[config.mk]
export PLATFORM = sky130hd
export DESIGN_NAME = ps2_ascii_receiver
export DESIGN_NICKNAME = d
export VERILOG_FILES = /design/src/rtl/ps2_ascii_receiver.sv
export SDC_FILE = /design/constraint.sdc
export NUM_CORES = 1
export LEC_CHECK = 0
export BUFFER_PORTS_ARGS = -buffer_cell sky130_fd_sc_hd__buf_2
export CORE_MARGIN = 10
export CORE_UTILIZATION = 28
export CTS_BUF_LIST = sky130_fd_sc_hd__clkbuf_4 sky130_fd_sc_hd__clkbuf_8
export DETAILED_ROUTE_END_ITERATION = 8
export HOLD_SLACK_MARGIN = 0.02
export PLACE_DENSITY = 0.5
export SLEW_MARGIN = 0
export SYNTH_ARGS = -nofsm -noshare
export SYNTH_HDL_FRONTEND = slang
export SYNTH_SLANG_ARGS = --single-unit
[constraint.sdc]
create_clock -name clk_i -period 6.2 [get_ports clk_i]
set_clock_uncertainty 0.05 [all_clocks]
set_input_delay 1.24 -clock clk_i [delete_from_list [all_inputs] [get_ports clk_i]]
set_output_delay 1.24 -clock clk_i [all_outputs]
set_load 0.005 [all_outputs]
[src/rtl/ps2_ascii_receiver.sv]
// PS/2 device-to-host receiver with scan-code set 2 letter decoder.
// Produces a held uppercase ASCII byte plus single-cycle event strobes
// (new key, key released, parity error, framing error) in the clk domain.
//
// Frame FSM states:
//   state     | meaning
//   ----------+-----------------------------------------------------------
//   ST_IDLE   | line idle, waiting for a falling edge with data low (start)
//   ST_DATA   | shifting 8 data bits, LSB first
//   ST_PARITY | next falling edge carries the odd-parity bit
//   ST_STOP   | next falling edge carries the stop bit; frame then closes
//
// Error strobes are routed through the decoder register so that every
// pulse output leaves from the same pipeline stage; the decoder only ever
// raises one of them per cycle.
module ps2_ascii_receiver #(
    parameter int unsigned TIMEOUT_CYCLES = 10000,
    parameter bit          CLEAR_ON_BREAK = 1'b0
) (
    input  logic       clk_i,
    input  logic       reset_n_i,
    input  logic       ps2_clk_i,
    input  logic       ps2_data_i,
    output logic [7:0] ascii_code_o,
    output logic       ascii_valid_o,
    output logic       key_release_o,
    output logic       parity_err_o,
    output logic       framing_err_o
);

    localparam int unsigned          TMO_W      = $clog2(TIMEOUT_CYCLES + 1);
    localparam logic [TMO_W-1:0]     TMO_RELOAD = TMO_W'(TIMEOUT_CYCLES - 1);
    localparam logic [TMO_W-1:0]     TMO_ONE    = TMO_W'(1);

    typedef enum logic [1:0] {
        ST_IDLE   = 2'd0,
        ST_DATA   = 2'd1,
        ST_PARITY = 2'd2,
        ST_STOP   = 2'd3
    } state_t;

    // synchroniser / edge detect
    logic ps2_clk_meta_q;
    logic ps2_clk_sync_q;
    logic ps2_clk_prev_q;
    logic ps2_data_meta_q;
    logic ps2_data_sync_q;
    logic fall;

    // frame FSM
    state_t           state_q;
    logic [2:0]       bit_cnt_q;
    logic [7:0]       sr_q;
    logic             par_q;
    logic [TMO_W-1:0] tmo_q;
    logic             byte_done_q;
    logic             par_err_q;
    logic             frm_err_q;

    // decoder
    logic       map_hit;
    logic [7:0] map_ascii;
    logic [7:0] ascii_code_q, ascii_code_d;
    logic       ext_q, ext_d;
    logic       brk_q, brk_d;
    logic       ascii_valid_q, ascii_valid_d;
    logic       key_release_q, key_release_d;
    logic       parity_err_q, parity_err_d;
    logic       framing_err_q, framing_err_d;

    // Two-flop synchronisers; lines idle high so reset to 1 to avoid a false edge.
    always_ff @(posedge clk_i or negedge reset_n_i) begin
        if (!reset_n_i) begin
            ps2_clk_meta_q  <= 1'b1;
            ps2_clk_sync_q  <= 1'b1;
            ps2_clk_prev_q  <= 1'b1;
            ps2_data_meta_q <= 1'b1;
            ps2_data_sync_q <= 1'b1;
        end else begin
            ps2_clk_meta_q  <= ps2_clk_i;
            ps2_clk_sync_q  <= ps2_clk_meta_q;
            ps2_clk_prev_q  <= ps2_clk_sync_q;
            ps2_data_meta_q <= ps2_data_i;
            ps2_data_sync_q <= ps2_data_meta_q;
        end
    end

    assign fall = ps2_clk_prev_q & ~ps2_clk_sync_q;

    // Frame FSM: collects one 11-bit frame and reports done / parity / framing.
    always_ff @(posedge clk_i or negedge reset_n_i) begin
        if (!reset_n_i) begin
            state_q     <= ST_IDLE;
            bit_cnt_q   <= 3'd0;
            sr_q        <= 8'h00;
            par_q       <= 1'b0;
            tmo_q       <= '0;
            byte_done_q <= 1'b0;
            par_err_q   <= 1'b0;
            frm_err_q   <= 1'b0;
        end else begin
            byte_done_q <= 1'b0;
            par_err_q   <= 1'b0;
            frm_err_q   <= 1'b0;
            if (state_q == ST_IDLE) begin
                tmo_q <= '0;
                if (fall && !ps2_data_sync_q) begin
                    state_q   <= ST_DATA;
                    bit_cnt_q <= 3'd0;
                    tmo_q     <= TMO_RELOAD;
                end
            end else if (fall) begin
                tmo_q <= TMO_RELOAD;
                case (state_q)
                    ST_DATA: begin
                        sr_q      <= {ps2_data_sync_q, sr_q[7:1]};
                        bit_cnt_q <= bit_cnt_q + 3'd1;
                        if (bit_cnt_q == 3'd7) begin
                            state_q <= ST_PARITY;
                        end
                    end
                    ST_PARITY: begin
                        par_q   <= ps2_data_sync_q;
                        state_q <= ST_STOP;
                    end
                    default: begin
                        state_q <= ST_IDLE;
                        if (!ps2_data_sync_q) begin
                            frm_err_q <= 1'b1;
                        end else if (^{sr_q, par_q}) begin
                            byte_done_q <= 1'b1;
                        end else begin
                            par_err_q <= 1'b1;
                        end
                    end
                endcase
            end else if (tmo_q == '0) begin
                // ps2_clk stalled mid-frame: abandon it
                state_q   <= ST_IDLE;
                frm_err_q <= 1'b1;
            end else begin
                tmo_q <= tmo_q - TMO_ONE;
            end
        end
    end

    // Set-2 make code to uppercase letter lookup.
    always_comb begin
        map_hit   = 1'b1;
        map_ascii = 8'h00;
        case (sr_q)
            8'h1C: map_ascii = 8'h41; // A
            8'h32: map_ascii = 8'h42; // B
            8'h21: map_ascii = 8'h43; // C
            8'h23: map_ascii = 8'h44; // D
            8'h24: map_ascii = 8'h45; // E
            8'h2B: map_ascii = 8'h46; // F
            8'h34: map_ascii = 8'h47; // G
            8'h33: map_ascii = 8'h48; // H
            8'h43: map_ascii = 8'h49; // I
            8'h3B: map_ascii = 8'h4A; // J
            8'h42: map_ascii = 8'h4B; // K
            8'h4B: map_ascii = 8'h4C; // L
            8'h3A: map_ascii = 8'h4D; // M
            8'h31: map_ascii = 8'h4E; // N
            8'h44: map_ascii = 8'h4F; // O
            8'h4D: map_ascii = 8'h50; // P
            8'h15: map_ascii = 8'h51; // Q
            8'h2D: map_ascii = 8'h52; // R
            8'h1B: map_ascii = 8'h53; // S
            8'h2C: map_ascii = 8'h54; // T
            8'h3C: map_ascii = 8'h55; // U
            8'h2A: map_ascii = 8'h56; // V
            8'h1D: map_ascii = 8'h57; // W
            8'h22: map_ascii = 8'h58; // X
            8'h35: map_ascii = 8'h59; // Y
            8'h1A: map_ascii = 8'h5A; // Z
            default: map_hit = 1'b0;
        endcase
    end

    // Decoder next state: prefix flags, held code and the single active strobe.
    always_comb begin
        ascii_code_d  = ascii_code_q;
        ext_d         = ext_q;
        brk_d         = brk_q;
        ascii_valid_d = 1'b0;
        key_release_d = 1'b0;
        parity_err_d  = 1'b0;
        framing_err_d = 1'b0;
        if (par_err_q) begin
            parity_err_d = 1'b1;
            ext_d        = 1'b0;
            brk_d        = 1'b0;
        end else if (frm_err_q) begin
            framing_err_d = 1'b1;
            ext_d         = 1'b0;
            brk_d         = 1'b0;
        end else if (byte_done_q) begin
            if (sr_q == 8'hE0) begin
                ext_d = 1'b1;
            end else if (sr_q == 8'hF0) begin
                brk_d = 1'b1;
            end else if (ext_q) begin
                // extended keys are not letters; drop the whole sequence
                ext_d = 1'b0;
                brk_d = 1'b0;
            end else if (brk_q) begin
                brk_d = 1'b0;
                if (map_hit) begin
                    key_release_d = 1'b1;
                    if (CLEAR_ON_BREAK && (map_ascii == ascii_code_q)) begin
                        ascii_code_d = 8'h00;
                    end
                end
            end else if (map_hit) begin
                ascii_code_d  = map_ascii;
                ascii_valid_d = 1'b1;
            end
        end
    end

    // Decoder register stage.
    always_ff @(posedge clk_i or negedge reset_n_i) begin
        if (!reset_n_i) begin
            ascii_code_q  <= 8'h00;
            ext_q         <= 1'b0;
            brk_q         <= 1'b0;
            ascii_valid_q <= 1'b0;
            key_release_q <= 1'b0;
            parity_err_q  <= 1'b0;
            framing_err_q <= 1'b0;
        end else begin
            ascii_code_q  <= ascii_code_d;
            ext_q         <= ext_d;
            brk_q         <= brk_d;
            ascii_valid_q <= ascii_valid_d;
            key_release_q <= key_release_d;
            parity_err_q  <= parity_err_d;
            framing_err_q <= framing_err_d;
        end
    end

    assign ascii_code_o  = ascii_code_q;
    assign ascii_valid_o = ascii_valid_q;
    assign key_release_o = key_release_q;
    assign parity_err_o  = parity_err_q;
    assign framing_err_o = framing_err_q;

endmodule

## After elaboration in Yosys (flattened, before gate mapping)

Index checks and enable logic that the tools add are counted.

- Register bits after elaboration: 50
- Latch bits: 0
- RAM bits: 0
- Memory bits (read-only): 0
- Input bits: 4
- Output and inout port bits: 12
- Memories: 0

- $add $sub $neg: 2
- Multiply operators: 0
- Divide/modulo/power cells: 0
- $lt $le $gt $ge: 0
- Equality and inequality tests: 36
- Shift-type cells: 0
- Muxes and demuxes: 59
- Bitwise operators: 9
- Reduce and logical (&&, ||, !) cells: 18

Operator list:

| kind | count |
|---|---|
| $pmux 7 s26 | 1 |
| $eq 8x6->1 const B | 16 |
| $mux 14 | 4 |
| $mux 1 | 44 |
| $eq 8x5->1 const B | 5 |
| $eq 8x7->1 const B | 5 |
| $reduce_or 26->1 | 1 |
| $eq 8x8->1 const B | 2 |
| $logic_not 14->1 | 1 |
| $sub 14x1->14 const B | 1 |
| $mux 3 | 4 |
| $reduce_and 3->1 | 4 |
| $mux 2 | 5 |
| $reduce_xor 9->1 | 1 |
| $ne 4x4->1 const B | 2 |
| $not 1->1 | 8 |
| $reduce_and 8->1 | 1 |
| $ne 3x3->1 const B | 2 |
| $reduce_bool 3->1 | 2 |
| $pmux 2 s2 | 1 |
| $reduce_and 2->1 | 2 |
| $reduce_bool 2->1 | 2 |
| $add 3x1->3 const B | 1 |
| $eq 3x3->1 const B | 1 |
| 8 further kinds | 8 |

## Logic depth before layout (Yosys ltp)

- Depth after elaboration: 11
- Gate-level depth with buffers: 8
- Depth with buffers taken out: 8

## Least setup slack after synthesis

OpenSTA, ideal clock, no wires.

- Kind: register to register
- From: register sr_q[4]
- To: register ascii_code_q[0] (netlist: ascii_code_o[0])
- Arrival: 1.806 ns
- Data required time: 6.025 ns
- Setup slack: 4.219 ns
- Cell stages (with the launch flop): 8
- Period minus slack after synthesis: 1.981 ns
- Cells stage by stage: dfrtp_1 -> buf_2 -> or3b_4 -> nor3_2 -> a32o_1 -> nor4_4 -> a21oi_4 -> mux2_4

- Cells in the longest elaborated chain, start to end: 4

Ends and longest elaborated chain:

| what | line | RTL |
|---|---|---|
| from (decl) | 53 | `logic [7:0] sr_q;` |
| from (signal assigned) | 116 | `sr_q <= {ps2_data_sync_q, sr_q[7:1]};` |
| $eq 8x5->1, or another cell as far along | 151 | `case (sr_q)` |
| $reduce_or 26->1 (no source line) | -- |  |
| $mux 1 | 151 |  |
| $reduce_and 8->1 (no source line) | -- |  |
| to (signal assigned) | 234 | `ascii_code_q <= ascii_code_d;` |
| to (decl) | 63 | `logic [7:0] ascii_code_q, ascii_code_d;` |

Parallel ways exist; a longest one is shown, timed or not.
A chain may end at the register's enable or synchronous reset.

## Worst setup path in the final report

Ends and elaborated chain as after synthesis.

==> results by stage <==
Drt:
- The count of nets left with antenna violations once routing finished came out at 0.
- Detailed routing inserted a total of 2,102 vias.
- Summed over all layers, the routed wires come to 5.900 mm.
- After detailed routing, the number of vias per cell comes to 4.923.
- The first-iteration detailed-routing DRC count is 149.
- For this run, design rule violations remaining after detail routing come to 0.
- The average wire per standard cell is 13.82 µm.
- The detailed-routing iteration count for the pre-antenna-repair pass is 4.

Pwr:
- The leakage power summed over all cells is 1.279 nW.
- The power share of the combinational group is 0.406.
- The share of total power in the clock network is 0.162.
- Power comes to 0.001407 W.
- The power density over the cells is 458.3 nW/µm².
- Internal power comes to 0.0008130 W.
- The switching share of total power is 0.4220.
- For this design the total switching power over the nets is 0.0005935 W.
- The worst ir drop on vdd is 0.1520 mV.
- Of the total power, registers draw 0.432.

Yosys:
- The library cell with the highest instance count after synthesis is dfrtp_1.
- Counting flops with an async set or reset pin after synthesis yields a share of 1.000.
- The share of synthesized area in the top cell type comes to 0.3819.
- Yosys mapped the design onto 58 distinct sky130hd cell types.
- Synthesis handed over a netlist of 289 instances.
- Each instance of the synthesized netlist takes up on average 9.750 µm².
- In the post-synthesis netlist, the biggest area contributors are dfrtp_1 38%, dfstp_2 4.7%, xnor2_1 4.0%.
- For this run, the register share of the synthesized area comes to 0.4285.
- The cell taking the most area after synthesis is dfrtp_1.
- Among all flip-flop cells after synthesis, the most frequent one is dfrtp_1.
- In this run, synthesis produced a sequential element count of 48.
- In this run the cell area of the synthesized design comes to 2818 µm².
- The count of warnings emitted by yosys is 0.
- Ranked by instance count, the synthesized netlist is headed by 43 x dfrtp_1, 25 x nor2_1, 21 x nand2_1.
- In this run, synthesis inferred 0 flip-flops with an integrated enable.

Clock network:
- Clock tree synthesis found a total of 48 sinks.
- After clock tree synthesis, the clock-pin slew on the worst setup and hold paths is 0.09 ns.
- The number of hold buffers added after CTS was 0.
- After clock tree synthesis, the setup repair step added 0 buffers.
- The number of levels in the clock H-tree is 2.
- Counting the buffers created by CTS gives 5.
- Post-CTS repair changed the size of 0 cells.
- The largest buffer count on any clock path is 2.
- Clock latency on the worst-skew pair, taken at its later pin, is 0.29 ns.
- The clock tree from TritonCTS is yes.
- In this run the clock root is driven by a clkbuf_8.

Setup path:
- The type of element launching the critical path is a flop.
- The required time of the critical path is 6.34 ns.
- The largest fanout of any net on the critical path is 19.
- The endpoint identified for the worst register-to-register timing path is ascii_code_o[0].
- The minimum setup slack among reg-to-reg paths is 3.72 ns.
- The worst flop-to-flop path startpoint is sr_q[4].
- The signal arrival time at the worst endpoint is 2.62 ns.
- The depth of the worst register-to-register path is 6.
- The critical path is of the reg -> reg type.
- STA classifies the critical path endpoint as a flop.

STA:
- The final count of pins violating max slew was 0.
- The actual slew at the worst max-slew pin is 0.7063 ns.
- The achievable frequency is 0.4026 GHz.
- The number of endpoints with negative hold slack in the final report is 0.
- The worst path setup slack after routing is 3.716 ns.
- Setup repair after global routing left no endpoint under its margin.
- In this run the tightest slew margin relative to its limit is 0.5291.
- The final clock period utilization by the worst path is 0.4006.
- Hold timing on the final database bottoms out at a slack of 0.3095 ns.
- The setup-violating endpoint count in the final report is 0.
- The setup TNS is 0 ns.
- The routed design could run at a clock period as short as 2.484 ns.

Place:
- After detailed placement, the total cell area comes to 2958 µm².
- The global placement routability congestion is 0.8603.
- The count of buffers inserted at the top-level ports is 13.
- The detailed placer's ending HPWL is 4.115 mm.
- The worst slack at placement is 3.752 ns.

Worst hold path:
- The worst hold path terminates at ps2_clk_sync_q.
- The worst hold path begins at ps2_clk_meta_q.
- The worst hold path passes through 0 cells.
- In this run the worst hold path is classified as reg -> reg.

Global route:
- The via count of the first global-routing pass is 2,026.
- Entering global routing, the biggest net connects 49 pins.
- The first global-routing pass estimated 10.11 mm of wire.
- The number of antenna violations at the first check in global routing came to 0.
- Summed over all layers, the global routing overflow is 0.
- For this run, the total global-route usage over all layers was measured as 0.08263.

Layout:
- From synthesis to final layout, the design area changed by 8.925%.
- Summing all non-filler instances in the final layout gives an area of 3069 µm².
- In the final layout, the share of cells above drive strength 1 is 0.1667.
- The post-layout net count is 304.
- The number of antenna diodes in the final layout is 0.

Floorplan:
- The area of the core is 9774 µm².
- In this run the vertical extent of the chip is 120.3 µm.
- The die area is 14,480 µm².
- The floorplan has 36 rows.
- From left edge to right edge, the die measures 120.3 µm.
- The initial cell density of the core is 0.2883.
- 16 I/O pins were placed.

Status:
- The run finished with clean final reports.

Job:
- The max-cap check violation count is 0.
==> power groups by stage <==
stage | Sequential (W) | Clock (W) | Combinational (W)
6_report | 0.000608 | 0.000228 | 0.000570
3_5_place_dp | 0.000610 | 0 | 0.000574
5_1_grt | 0.000632 | 0.000250 | 0.000649
4_1_cts | 0.000604 | 0.000237 | 0.000578
2_1_floorplan | 0.000494 | 0 | 0.000574
3_3_place_gp | 0.000609 | 0 | 0.000572
==> per-layer routing <==
layer,global-route usage,wire length (µm),share of wire
met5,0,0,0
met4,0.02790,72,0.012
met3,0.02094,289,0.049
met2,0.1310,2806,0.48
met1,0.1072,2730,0.46
==> layout by cell type, fill, tap and decap left out, types with 3 or more instances in the layout <==
| master | instances |
|---|---|
| buf_2 | 13 |
| nor3b_1 | 4 |
| nor3_1 | 6 |
| nand3_1 | 7 |
| o31ai_1 | 3 |
| dfstp_2 | 5 |
| xor2_1 | 6 |
| nor4_1 | 6 |
| ha_1 | 7 |
| inv_1 | 8 |
| o21ai_0 | 15 |
| and2_1 | 4 |
| dfrtp_1 | 43 |
| a21oi_1 | 20 |
| mux2_2 | 8 |
| clkbuf_8 | 5 |
| nor4bb_1 | 3 |
| nand2b_1 | 9 |
| xnor2_1 | 13 |
| nand2_1 | 21 |
| nor2b_1 | 10 |
| nor2_1 | 25 |
| a31oi_1 | 6 |
==> sequential cells by signal (all words and copies together) (netlist names), 2 cells and up <==
name / count
tmo_q: 14
sr_q: 8
bit_cnt_q: 3
ascii_code_o: 6
state_q: 2
==> per-stage QoR <==
step	cells	utilization
finish	427	0.3140
global route	427	0.3140
CTS	427	0.3140
detailed placement	419	0.3026
global placement	419	0.3026
floorplan	290	-
==> worst max-delay path by stage <==
stage / start / to / slack (ns)
floorplan: sr_q[4] / ascii_code_o[0] / 4.22
global placement: sr_q[4] / ascii_code_o[0] / 3.77
detailed placement: sr_q[4] / ascii_code_o[1] / 3.75
CTS: sr_q[4] / ascii_code_o[0] / 3.75
global route: sr_q[4] / ascii_code_o[0] / 3.54
finish: sr_q[4] / ascii_code_o[0] / 3.72
==> area by class of cell <==
cell class,count,area [µm²]
clock inverters,2,35.03
inverters,8,30.03
well taps,133,166.4
flip-flops and latches,48,1207
multi-input cells,216,1481
repair buffers,14,72.57
clock buffers,6,76.32
fillers,1021,6705
==> cell families after synthesis <==
| logic type | share of synthesized area |
|---|---|
| simple gates | 0.2460 |
| mux | 0.04263 |
| other cells | 0.001331 |
| compound gates | 0.1443 |
| buf+inv | 0.04707 |
| fa+ha+maj | 0.03108 |
| xor+xnor | 0.05906 |
| flops | 0.4285 |
==> critical path, stage by stage (launching register included) <==
cell and delay (ns):
dfrtp_1 0.76, nand2_1 0.21, nor4_2 0.40, a32o_1 0.30
nor4_4 0.08, a21oi_4 0.26, mux2_4 0.32
No activity file was read; power rests on OpenSTA's default activity.
